==> config.mk <==
export PLATFORM = sky130hd
export DESIGN_NAME = multicycle_control_unit_flat
export DESIGN_NICKNAME = d
export VERILOG_FILES = /design/src/rtl/mcu_pkg.sv /design/src/rtl/multicycle_control_unit_if.sv /design/src/rtl/mcu_decoder.sv /design/src/rtl/multicycle_control_unit.sv /design/src/flat_wrapper.sv
export SDC_FILE = /design/constraint.sdc
export NUM_CORES = 1
export LEC_CHECK = 0
export ABC_AREA = 0
export ABC_CLOCK_PERIOD_IN_PS = 3500
export BUFFER_PORTS_ARGS = -buffer_cell sky130_fd_sc_hd__buf_2
export CAP_MARGIN = 10
export CORE_UTILIZATION = 52
export CTS_CLUSTER_DIAMETER = 200
export CTS_CLUSTER_SIZE = 14
export DETAILED_ROUTE_END_ITERATION = 6
export GPL_TIMING_DRIVEN = 0
export PLACE_DENSITY = 0.92
export SLEW_MARGIN = 20
export SYNTH_ARGS = -nofsm -noshare
export SYNTH_HDL_FRONTEND = slang
export SYNTH_SLANG_ARGS = --single-unit
==> constraint.sdc <==
create_clock -name clk -period 3.5 [get_ports clk]
set_input_delay 0.175 -clock clk [delete_from_list [all_inputs] [get_ports clk]]
set_output_delay 0.175 -clock clk [all_outputs]
set_load 0.05 [all_outputs]
==> src/rtl/mcu_pkg.sv <==
// rtl/mcu_pkg.sv - state encoding, instruction classes, special opcodes and default widths
package mcu_pkg;

    localparam int DEF_OPCODE_W    = 5;
    localparam int DEF_ALU_OP_W    = 3;
    localparam int DEF_MEM_TIMEOUT = 15;

    typedef enum logic [2:0] {
        ST_FETCH  = 3'd0,
        ST_DECODE = 3'd1,
        ST_EXEC   = 3'd2,
        ST_MEM    = 3'd3,
        ST_WB     = 3'd4,
        ST_HALT   = 3'd5
    } state_t;

    typedef enum logic [3:0] {
        CL_ALU, CL_BEQ, CL_BNE, CL_J, CL_JAL, CL_JR,
        CL_SYSCALL, CL_LUI, CL_LW, CL_SW, CL_EXIT
    } instr_class_t;

    localparam logic [4:0] OP_BEQ     = 5'b00101;
    localparam logic [4:0] OP_BNE     = 5'b01101;
    localparam logic [4:0] OP_J       = 5'b00110;
    localparam logic [4:0] OP_JAL     = 5'b00010;
    localparam logic [4:0] OP_JR      = 5'b01010;
    localparam logic [4:0] OP_SYSCALL = 5'b10110;
    localparam logic [4:0] OP_LUI     = 5'b10101;
    localparam logic [4:0] OP_LW      = 5'b01001;
    localparam logic [4:0] OP_SW      = 5'b00001;
    localparam logic [4:0] OP_EXIT    = 5'b11111;

endpackage

==> src/rtl/multicycle_control_unit_if.sv <==
// rtl/multicycle_control_unit_if.sv - opcode/control bundle; mem_ready and mem_timeout exist only with MCU_MEM_HANDSHAKE_EN
interface multicycle_control_unit_if #(
    parameter int OPCODE_W = mcu_pkg::DEF_OPCODE_W,
    parameter int ALU_OP_W = mcu_pkg::DEF_ALU_OP_W
);
    logic [OPCODE_W-1:0] opcode;
    logic                instr_valid;
    logic                pc_write;
    logic                ir_write;
    logic [ALU_OP_W-1:0] alu_op;
    logic                jump;
    logic                branch;
    logic                jump_reg;
    logic                call;
    logic                shift_reg;
    logic                mem_read;
    logic                mem_write;
    logic                alu_src;
    logic                reg_dst;
    logic                reg_write;
    logic                halted;
    logic [2:0]          state;
`ifdef MCU_MEM_HANDSHAKE_EN
    logic                mem_ready;
    logic                mem_timeout;
`endif

    modport master (
        output opcode, instr_valid,
`ifdef MCU_MEM_HANDSHAKE_EN
        output mem_ready,
        input  mem_timeout,
`endif
        input  pc_write, ir_write, alu_op, jump, branch, jump_reg, call, shift_reg,
        input  mem_read, mem_write, alu_src, reg_dst, reg_write, halted, state
    );

    modport slave (
        input  opcode, instr_valid,
`ifdef MCU_MEM_HANDSHAKE_EN
        input  mem_ready,
        output mem_timeout,
`endif
        output pc_write, ir_write, alu_op, jump, branch, jump_reg, call, shift_reg,
        output mem_read, mem_write, alu_src, reg_dst, reg_write, halted, state
    );

endinterface

==> src/rtl/mcu_decoder.sv <==
// rtl/mcu_decoder.sv - combinational map from the latched opcode to instruction class and datapath fields
module mcu_decoder import mcu_pkg::*; #(
    parameter int OPCODE_W = DEF_OPCODE_W,
    parameter int ALU_OP_W = DEF_ALU_OP_W
) (
    input  logic [OPCODE_W-1:0] op,
    output instr_class_t        cls,
    output logic [ALU_OP_W-1:0] alu_op,
    output logic                reg_dst,
    output logic                alu_src,
    output logic                shift_reg
);

    always_comb begin
        cls       = CL_ALU;
        alu_op    = op[OPCODE_W-1 -: ALU_OP_W];
        reg_dst   = ~op[0];
        alu_src   = op[0];
        shift_reg = 1'b0;
        // Overrides stay valid in every state the field is shown in, so lw keeps alu_op=0 into MEM and WB
        case (op)
            OPCODE_W'(OP_BEQ): begin
                cls     = CL_BEQ;
                alu_src = 1'b0;
            end
            OPCODE_W'(OP_BNE): begin
                cls     = CL_BNE;
                alu_src = 1'b0;
                alu_op  = ALU_OP_W'(1);
                reg_dst = 1'b1;
            end
            OPCODE_W'(OP_J):   cls = CL_J;
            OPCODE_W'(OP_JAL): cls = CL_JAL;
            OPCODE_W'(OP_JR):  cls = CL_JR;
            OPCODE_W'(OP_SYSCALL): begin
                cls     = CL_SYSCALL;
                reg_dst = 1'b0;
            end
            OPCODE_W'(OP_LUI): begin
                cls       = CL_LUI;
                shift_reg = 1'b1;
            end
            OPCODE_W'(OP_LW): begin
                cls    = CL_LW;
                alu_op = '0;
            end
            OPCODE_W'(OP_SW):   cls = CL_SW;
            OPCODE_W'(OP_EXIT): cls = CL_EXIT;
            default:            cls = CL_ALU;
        endcase
    end

endmodule

==> src/rtl/multicycle_control_unit.sv <==
// rtl/multicycle_control_unit.sv - multicycle FSM with op_q latch; MCU_MEM_HANDSHAKE_EN adds mem_ready wait and timeout to HALT
module multicycle_control_unit import mcu_pkg::*; #(
    parameter int OPCODE_W    = DEF_OPCODE_W,
    parameter int ALU_OP_W    = DEF_ALU_OP_W,
    parameter int MEM_TIMEOUT = DEF_MEM_TIMEOUT
) (
    input logic                    clk,
    input logic                    reset,
    multicycle_control_unit_if.slave bus
);

    if (OPCODE_W < 5 || ALU_OP_W > OPCODE_W - 2 || MEM_TIMEOUT < 1) begin : g_bad_params
        $error("multicycle_control_unit: illegal parameter combination");
    end

    state_t              state_q;
    logic [OPCODE_W-1:0] op_q;
    instr_class_t        cls;
    logic [ALU_OP_W-1:0] dec_alu_op;
    logic                dec_reg_dst;
    logic                dec_alu_src;
    logic                dec_shift_reg;

    mcu_decoder #(.OPCODE_W(OPCODE_W), .ALU_OP_W(ALU_OP_W)) u_decoder (
        .op        (op_q),
        .cls       (cls),
        .alu_op    (dec_alu_op),
        .reg_dst   (dec_reg_dst),
        .alu_src   (dec_alu_src),
        .shift_reg (dec_shift_reg)
    );

`ifdef MCU_MEM_HANDSHAKE_EN
    localparam int CNT_W = $clog2(MEM_TIMEOUT + 1);
    logic [CNT_W-1:0] wait_cnt;
    logic             timeout_q;
`endif

    always_ff @(posedge clk) begin
        if (reset) begin
            state_q <= ST_FETCH;
            op_q    <= '0;
`ifdef MCU_MEM_HANDSHAKE_EN
            wait_cnt  <= '0;
            timeout_q <= 1'b0;
`endif
        end else begin
`ifdef MCU_MEM_HANDSHAKE_EN
            timeout_q <= 1'b0;
`endif
            case (state_q)
                ST_FETCH: begin
                    if (bus.instr_valid) begin
                        op_q    <= bus.opcode;
                        state_q <= ST_DECODE;
                    end
                end
                ST_DECODE: state_q <= (cls == CL_EXIT) ? ST_HALT : ST_EXEC;
                ST_EXEC: begin
                    case (cls)
                        CL_BEQ, CL_BNE, CL_J, CL_JR, CL_SYSCALL: state_q <= ST_FETCH;
                        CL_LW, CL_SW:                            state_q <= ST_MEM;
                        default:                                 state_q <= ST_WB;
                    endcase
                end
                ST_MEM: begin
`ifdef MCU_MEM_HANDSHAKE_EN
                    // wait_cnt counts MEM cycles already spent without mem_ready
                    if (bus.mem_ready) begin
                        wait_cnt <= '0;
                        state_q  <= (cls == CL_LW) ? ST_WB : ST_FETCH;
                    end else if (wait_cnt == CNT_W'(MEM_TIMEOUT - 1)) begin
                        wait_cnt  <= '0;
                        timeout_q <= 1'b1;
                        state_q   <= ST_HALT;
                    end else begin
                        wait_cnt <= wait_cnt + CNT_W'(1);
                    end
`else
                    state_q <= (cls == CL_LW) ? ST_WB : ST_FETCH;
`endif
                end
                ST_WB:   state_q <= ST_FETCH;
                ST_HALT: state_q <= ST_HALT;
                default: state_q <= ST_FETCH;
            endcase
        end
    end

    always_comb begin
        bus.pc_write  = 1'b0;
        bus.ir_write  = 1'b0;
        bus.alu_op    = '0;
        bus.jump      = 1'b0;
        bus.branch    = 1'b0;
        bus.jump_reg  = 1'b0;
        bus.call      = 1'b0;
        bus.shift_reg = 1'b0;
        bus.mem_read  = 1'b0;
        bus.mem_write = 1'b0;
        bus.alu_src   = 1'b0;
        bus.reg_dst   = 1'b0;
        bus.reg_write = 1'b0;
        bus.halted    = 1'b0;
        if (!reset) begin
            case (state_q)
                ST_FETCH: begin
                    bus.mem_read = 1'b1;
                    bus.ir_write = bus.instr_valid;
                    bus.pc_write = bus.instr_valid;
                end
                ST_EXEC: begin
                    bus.alu_op    = dec_alu_op;
                    bus.reg_dst   = dec_reg_dst;
                    bus.alu_src   = dec_alu_src;
                    bus.shift_reg = dec_shift_reg;
                    case (cls)
                        CL_BEQ, CL_BNE: begin
                            bus.branch   = 1'b1;
                            bus.pc_write = 1'b1;
                        end
                        CL_J, CL_JAL: begin
                            bus.jump     = 1'b1;
                            bus.pc_write = 1'b1;
                        end
                        CL_JR: begin
                            bus.jump_reg = 1'b1;
                            bus.pc_write = 1'b1;
                        end
                        CL_SYSCALL: bus.call = 1'b1;
                        default: ;
                    endcase
                end
                ST_MEM: begin
                    bus.alu_op    = dec_alu_op;
                    bus.reg_dst   = dec_reg_dst;
                    bus.alu_src   = dec_alu_src;
                    bus.mem_read  = (cls == CL_LW);
                    bus.mem_write = (cls == CL_SW);
                end
                ST_WB: begin
                    bus.alu_op    = dec_alu_op;
                    bus.reg_dst   = dec_reg_dst;
                    bus.alu_src   = dec_alu_src;
                    bus.shift_reg = dec_shift_reg;
                    bus.reg_write = 1'b1;
                end
                ST_HALT: bus.halted = 1'b1;
                default: ;
            endcase
        end
    end

    assign bus.state = reset ? 3'd0 : state_q;
`ifdef MCU_MEM_HANDSHAKE_EN
    assign bus.mem_timeout = timeout_q & ~reset;
`endif

endmodule

==> src/flat_wrapper.sv <==
// flat-port wrapper written by rule: the top's interface ports become plain ports
module multicycle_control_unit_flat import mcu_pkg::*;
#(
    parameter int OPCODE_W    = DEF_OPCODE_W,
    parameter int ALU_OP_W    = DEF_ALU_OP_W,
    parameter int MEM_TIMEOUT = DEF_MEM_TIMEOUT
)
  (clk, reset, bus_opcode, bus_instr_valid, bus_pc_write, bus_ir_write, bus_alu_op, bus_jump, bus_branch, bus_jump_reg, bus_call, bus_shift_reg, bus_mem_read, bus_mem_write, bus_alu_src, bus_reg_dst, bus_reg_write, bus_halted, bus_state);
  multicycle_control_unit_if #(.OPCODE_W(OPCODE_W), .ALU_OP_W(ALU_OP_W)) bus_i ();
  input logic clk;
  input logic reset;
  input wire logic [$bits(bus_i.opcode)-1:0] bus_opcode;
  input wire logic [$bits(bus_i.instr_valid)-1:0] bus_instr_valid;
  output wire logic [$bits(bus_i.pc_write)-1:0] bus_pc_write;
  output wire logic [$bits(bus_i.ir_write)-1:0] bus_ir_write;
  output wire logic [$bits(bus_i.alu_op)-1:0] bus_alu_op;
  output wire logic [$bits(bus_i.jump)-1:0] bus_jump;
  output wire logic [$bits(bus_i.branch)-1:0] bus_branch;
  output wire logic [$bits(bus_i.jump_reg)-1:0] bus_jump_reg;
  output wire logic [$bits(bus_i.call)-1:0] bus_call;
  output wire logic [$bits(bus_i.shift_reg)-1:0] bus_shift_reg;
  output wire logic [$bits(bus_i.mem_read)-1:0] bus_mem_read;
  output wire logic [$bits(bus_i.mem_write)-1:0] bus_mem_write;
  output wire logic [$bits(bus_i.alu_src)-1:0] bus_alu_src;
  output wire logic [$bits(bus_i.reg_dst)-1:0] bus_reg_dst;
  output wire logic [$bits(bus_i.reg_write)-1:0] bus_reg_write;
  output wire logic [$bits(bus_i.halted)-1:0] bus_halted;
  output wire logic [$bits(bus_i.state)-1:0] bus_state;
  assign bus_i.opcode = bus_opcode;
  assign bus_i.instr_valid = bus_instr_valid;
  assign bus_pc_write = bus_i.pc_write;
  assign bus_ir_write = bus_i.ir_write;
  assign bus_alu_op = bus_i.alu_op;
  assign bus_jump = bus_i.jump;
  assign bus_branch = bus_i.branch;
  assign bus_jump_reg = bus_i.jump_reg;
  assign bus_call = bus_i.call;
  assign bus_shift_reg = bus_i.shift_reg;
  assign bus_mem_read = bus_i.mem_read;
  assign bus_mem_write = bus_i.mem_write;
  assign bus_alu_src = bus_i.alu_src;
  assign bus_reg_dst = bus_i.reg_dst;
  assign bus_reg_write = bus_i.reg_write;
  assign bus_halted = bus_i.halted;
  assign bus_state = bus_i.state;
  multicycle_control_unit #(.OPCODE_W(OPCODE_W), .ALU_OP_W(ALU_OP_W), .MEM_TIMEOUT(MEM_TIMEOUT)) u_core (.clk(clk), .reset(reset), .bus(bus_i));
endmodule
==> impl_metrics.json <==
{
  "status": "complete, no violations",
  "initial_utilization_pct": 57.07,
  "clockBufferDepth": 2,
  "max_stage_delay_ns": 0.35,
  "syn_inst": 99,
  "synthesis.area_um2": 752.0,
  "ys.warnings.count": 0,
  "p_int_w": 0.0001816,
  "area_growth_pct": 22.13,
  "antenna_found_initial": 0,
  "synthMuxAreaShare_pct": 3.993,
  "fin_ws_ns": 1.388,
  "synth_simple_gate_area_share_pct": 40.27,
  "path_delay_family": "simple AND/OR/NAND/NOR gates",
  "slew_headroom_pct": 61.90,
  "fillers": 112,
  "via_count": 858,
  "numPortBuffers": 25,
  "multi_input_area_um2": 499.2,
  "hold_viol_final": 0,
  "path_buf_inv": 2,
  "synth_top_family_by_area": "simple AND/OR/NAND/NOR gates",
  "wl_mm": 2.109,
  "cts_tree": "yes",
  "yosys-top-cells-area": "dfxtp_1 (21%), nor2_1 (8.0%), a21oi_1 (4.7%)",
  "fmax_ghz": 0.4735,
  "rows": 13,
  "hold_class": "primary input to flip-flop",
  "crit_fanout": 10,
  "post_cts_buffers": 0,
  "avgSynthCellArea_um2": 7.596,
  "antennaDiodeCount": 0,
  "synth_top_area_share_pct": 21.30,
  "dieArea_um2": 1602,
  "dieHeight_um": 40.03,
  "grt_pass1_vias": 718,
  "overflow": 0,
  "skew_ns": 0.0002813,
  "dp_slack_ns": 1.649,
  "syn_nets": 107,
  "synth.distinct_cells": 39,
  "synth-compound-area-share_pct": 20.97,
  "drive_gt1_share_pct": 33.07,
  "fin_util_pct": 69.71,
  "p_leak_nw": 0.4127,
  "core-area_um2": 1318,
  "setup_tns_ns": 0,
  "htree_levels": 1,
  "clk_latency_ns": 0.25,
  "cts_resized": 0,
  "io_pins": 27,
  "fin_crit_sh_pct": 60.34,
  "criticalPathCategory": "flip-flop to output pin",
  "cts_hold_buf": 0,
  "netSwitchingFraction_pct": 38.66,
  "numCtsBuffers": 3,
  "drt_iter0_markers": 40,
  "yosysSeqAreaShare_pct": 21.30,
  "grt_max_degree": 11,
  "crit_chain": "buf_6 -> and4_4 -> o2111ai_2 -> nor4b_2 -> o21ba_1 -> buf_2",
  "critPathArrivalTime_ns": 1.94,
  "clkPwrFrac_pct": 23.4,
  "slowest_stage": "nor4b_2",
  "cp_data_required_time_ns": 3.32,
  "combinationalPowerShare_pct": 41.5,
  "slew_viol_final": 0,
  "power_switching_w": 0.0001144,
  "cts.sinks": 8,
  "synth_fa_ha_area_share_pct": 0,
  "drv_cap": 0,
  "hpwl_mm": 1.547,
  "min_period_ns": 2.112,
  "yosysTopAreaCell": "dfxtp_1",
  "rsz0062_at_grt": "no",
  "cts_root_buffer": "clkbuf_4",
  "synth_xor_xnor_area_share_pct": 1.165,
  "grt_util_all_layers_pct": 29.34,
  "wl_per_cell_um": 14.85,
  "end_kind": "output pin",
  "peakVddDrop_v": 0.0002013,
  "vias_per_cell": 6.042,
  "fin_nets": 137,
  "p_per_area_nw_per_um2": 322.3,
  "setup_viol": 0,
  "die_x_um": 40.03,
  "whs_ns": 0.1541,
  "synth.ff_latch_count": 8,
  "gp_congestion": 0.8807,
  "drtPass1Iterations": 4,
  "route.detailed.drc": 0,
  "worst-slew-pin-transition_ns": 0.5690,
  "seq_area_um2": 160.2,
  "seq_power_share_pct": 35.1,
  "grt_first_pass_wirelength_mm": 3.160,
  "ant_nets": 0,
  "path_clk_slew_ns": 0.05,
  "cp-start-kind": "flip-flop"
}
## sequential cells by signal (all words and copies together), names as in the netlist
signal          count
u_core.op_q         5
u_core.state_q      3
## layout make-up
type                       instances  area share (%)
sequential                         8           17.44
inverter                           6           2.452
multi-input combinational         75           54.36
tap                               15           2.044
buffer                            10           7.629
timing repair buffer              25           13.62
clock buffer                       3           2.452
## cells in the final DEF, fill, tap and decap left out
master     instances
buf_2             27
nor2_1            16
dfxtp_1            8
a21oi_1            7
nor3_1             7
inv_1              5
buf_4              4
nor2b_1            4
nand2b_1           3
mux2i_1            3
clkbuf_4           3
clkbuf_1           2
nor3b_1            2
buf_6              2
nand2_1            2
o21ai_0            2
and2_1             2
nor4_1             2
nor4b_2            2
or3_1              2
nand3_1            2
o22ai_1            2
nor4b_1            1
inv_2              1
o2bb2ai_1          1
o311a_1            1
nand4bb_1          1
or3b_1             1
a21o_1             1
and4_4             1
o2111ai_2          1
o21ba_1            1
xnor2_1            1
nor4b_4            1
a22o_1             1
a31oi_1            1
a41oi_1            1
o31a_1             1
o311ai_0           1
o21a_1             1
## per-stage QoR
stage               instance area (um^2)  total power, W  cells
floorplan                          752.0       0.0002007     99
global placement                   895.9       0.0002224    139
detailed placement                 895.9       0.0002263    139
CTS                                918.4       0.0002956    142
global route                       918.4       0.0003081    142
finish                             918.4       0.0002960    142
## path summary, 6_finish.rpt
check,from,end,slack (ns),cells after the start
min reg2reg,u_core.op_q[3]$_SDFFE_PP0P_,u_core.op_q[3]$_SDFFE_PP0P_,0.65,3
max reg2reg,u_core.state_q[2]$_SDFFE_PP0P_,u_core.op_q[3]$_SDFFE_PP0P_,2.01,4
min,bus_opcode[4],u_core.op_q[4]$_SDFFE_PP0P_,0.15,3
max,u_core.op_q[3]$_SDFFE_PP0P_,bus_mem_read,1.39,6
## cells by family after synthesis
family / count (synthesis)
AO/OA/AOI/OAI: 22
XOR/XNOR: 1
buffers and inverters: 16
flip-flops: 8
multiplexers: 3
AND/OR/NAND/NOR: 49
## Yosys cell counts (all sizes together)
cell type and count:
o311ai 1, and4 1, buf 8, a31oi 1
inv 6, o22ai 2, and2 2, o21ba 1
nand4bb 1, dfxtp 8, a21o 1, a41oi 1
xnor2 1, nand2 2, a22o 1, nand2b 3
nor4 2, nor2 16, nor2b 4, nor4b 4
o31a 1, o21ai 2, nand3 2, nor3b 2
or3 2, a21oi 7, o2111ai 1, mux2i 3
nor3 7, o21a 1, o311a 1, clkbuf 2
or3b 1, o2bb2ai 1
## power by group through the flow
stage	Clock, W	Combinational, W	Sequential [W]
after floorplan	0	0.0000957	0.000105
after global placement	0	0.000117	0.000106
after detailed placement	0	0.000120	0.000106
after CTS	0.0000702	0.000121	0.000104
after global routing	0.0000724	0.000131	0.000105
final	0.0000691	0.000123	0.000104
## worst reg2reg max path, stage by stage (launching register included)
cell     delay, ns
dfxtp_1       0.29
buf_2         0.19
nor4b_4       0.59
mux2i_1       0.26
nor2_1        0.05
## routing by layer
metal	part of all wire (%)	vias to the layer above	wire (um)	global-route usage [%]
met3	7.2	5	152	5.000
met5	0	-	0	0
met2	52	49	1088	58.87
li1	-	412	-	-
met4	0.90	0	19	7.759
met1	40	392	848	30.23
Note: power is estimated with default switching activity, not from simulation.
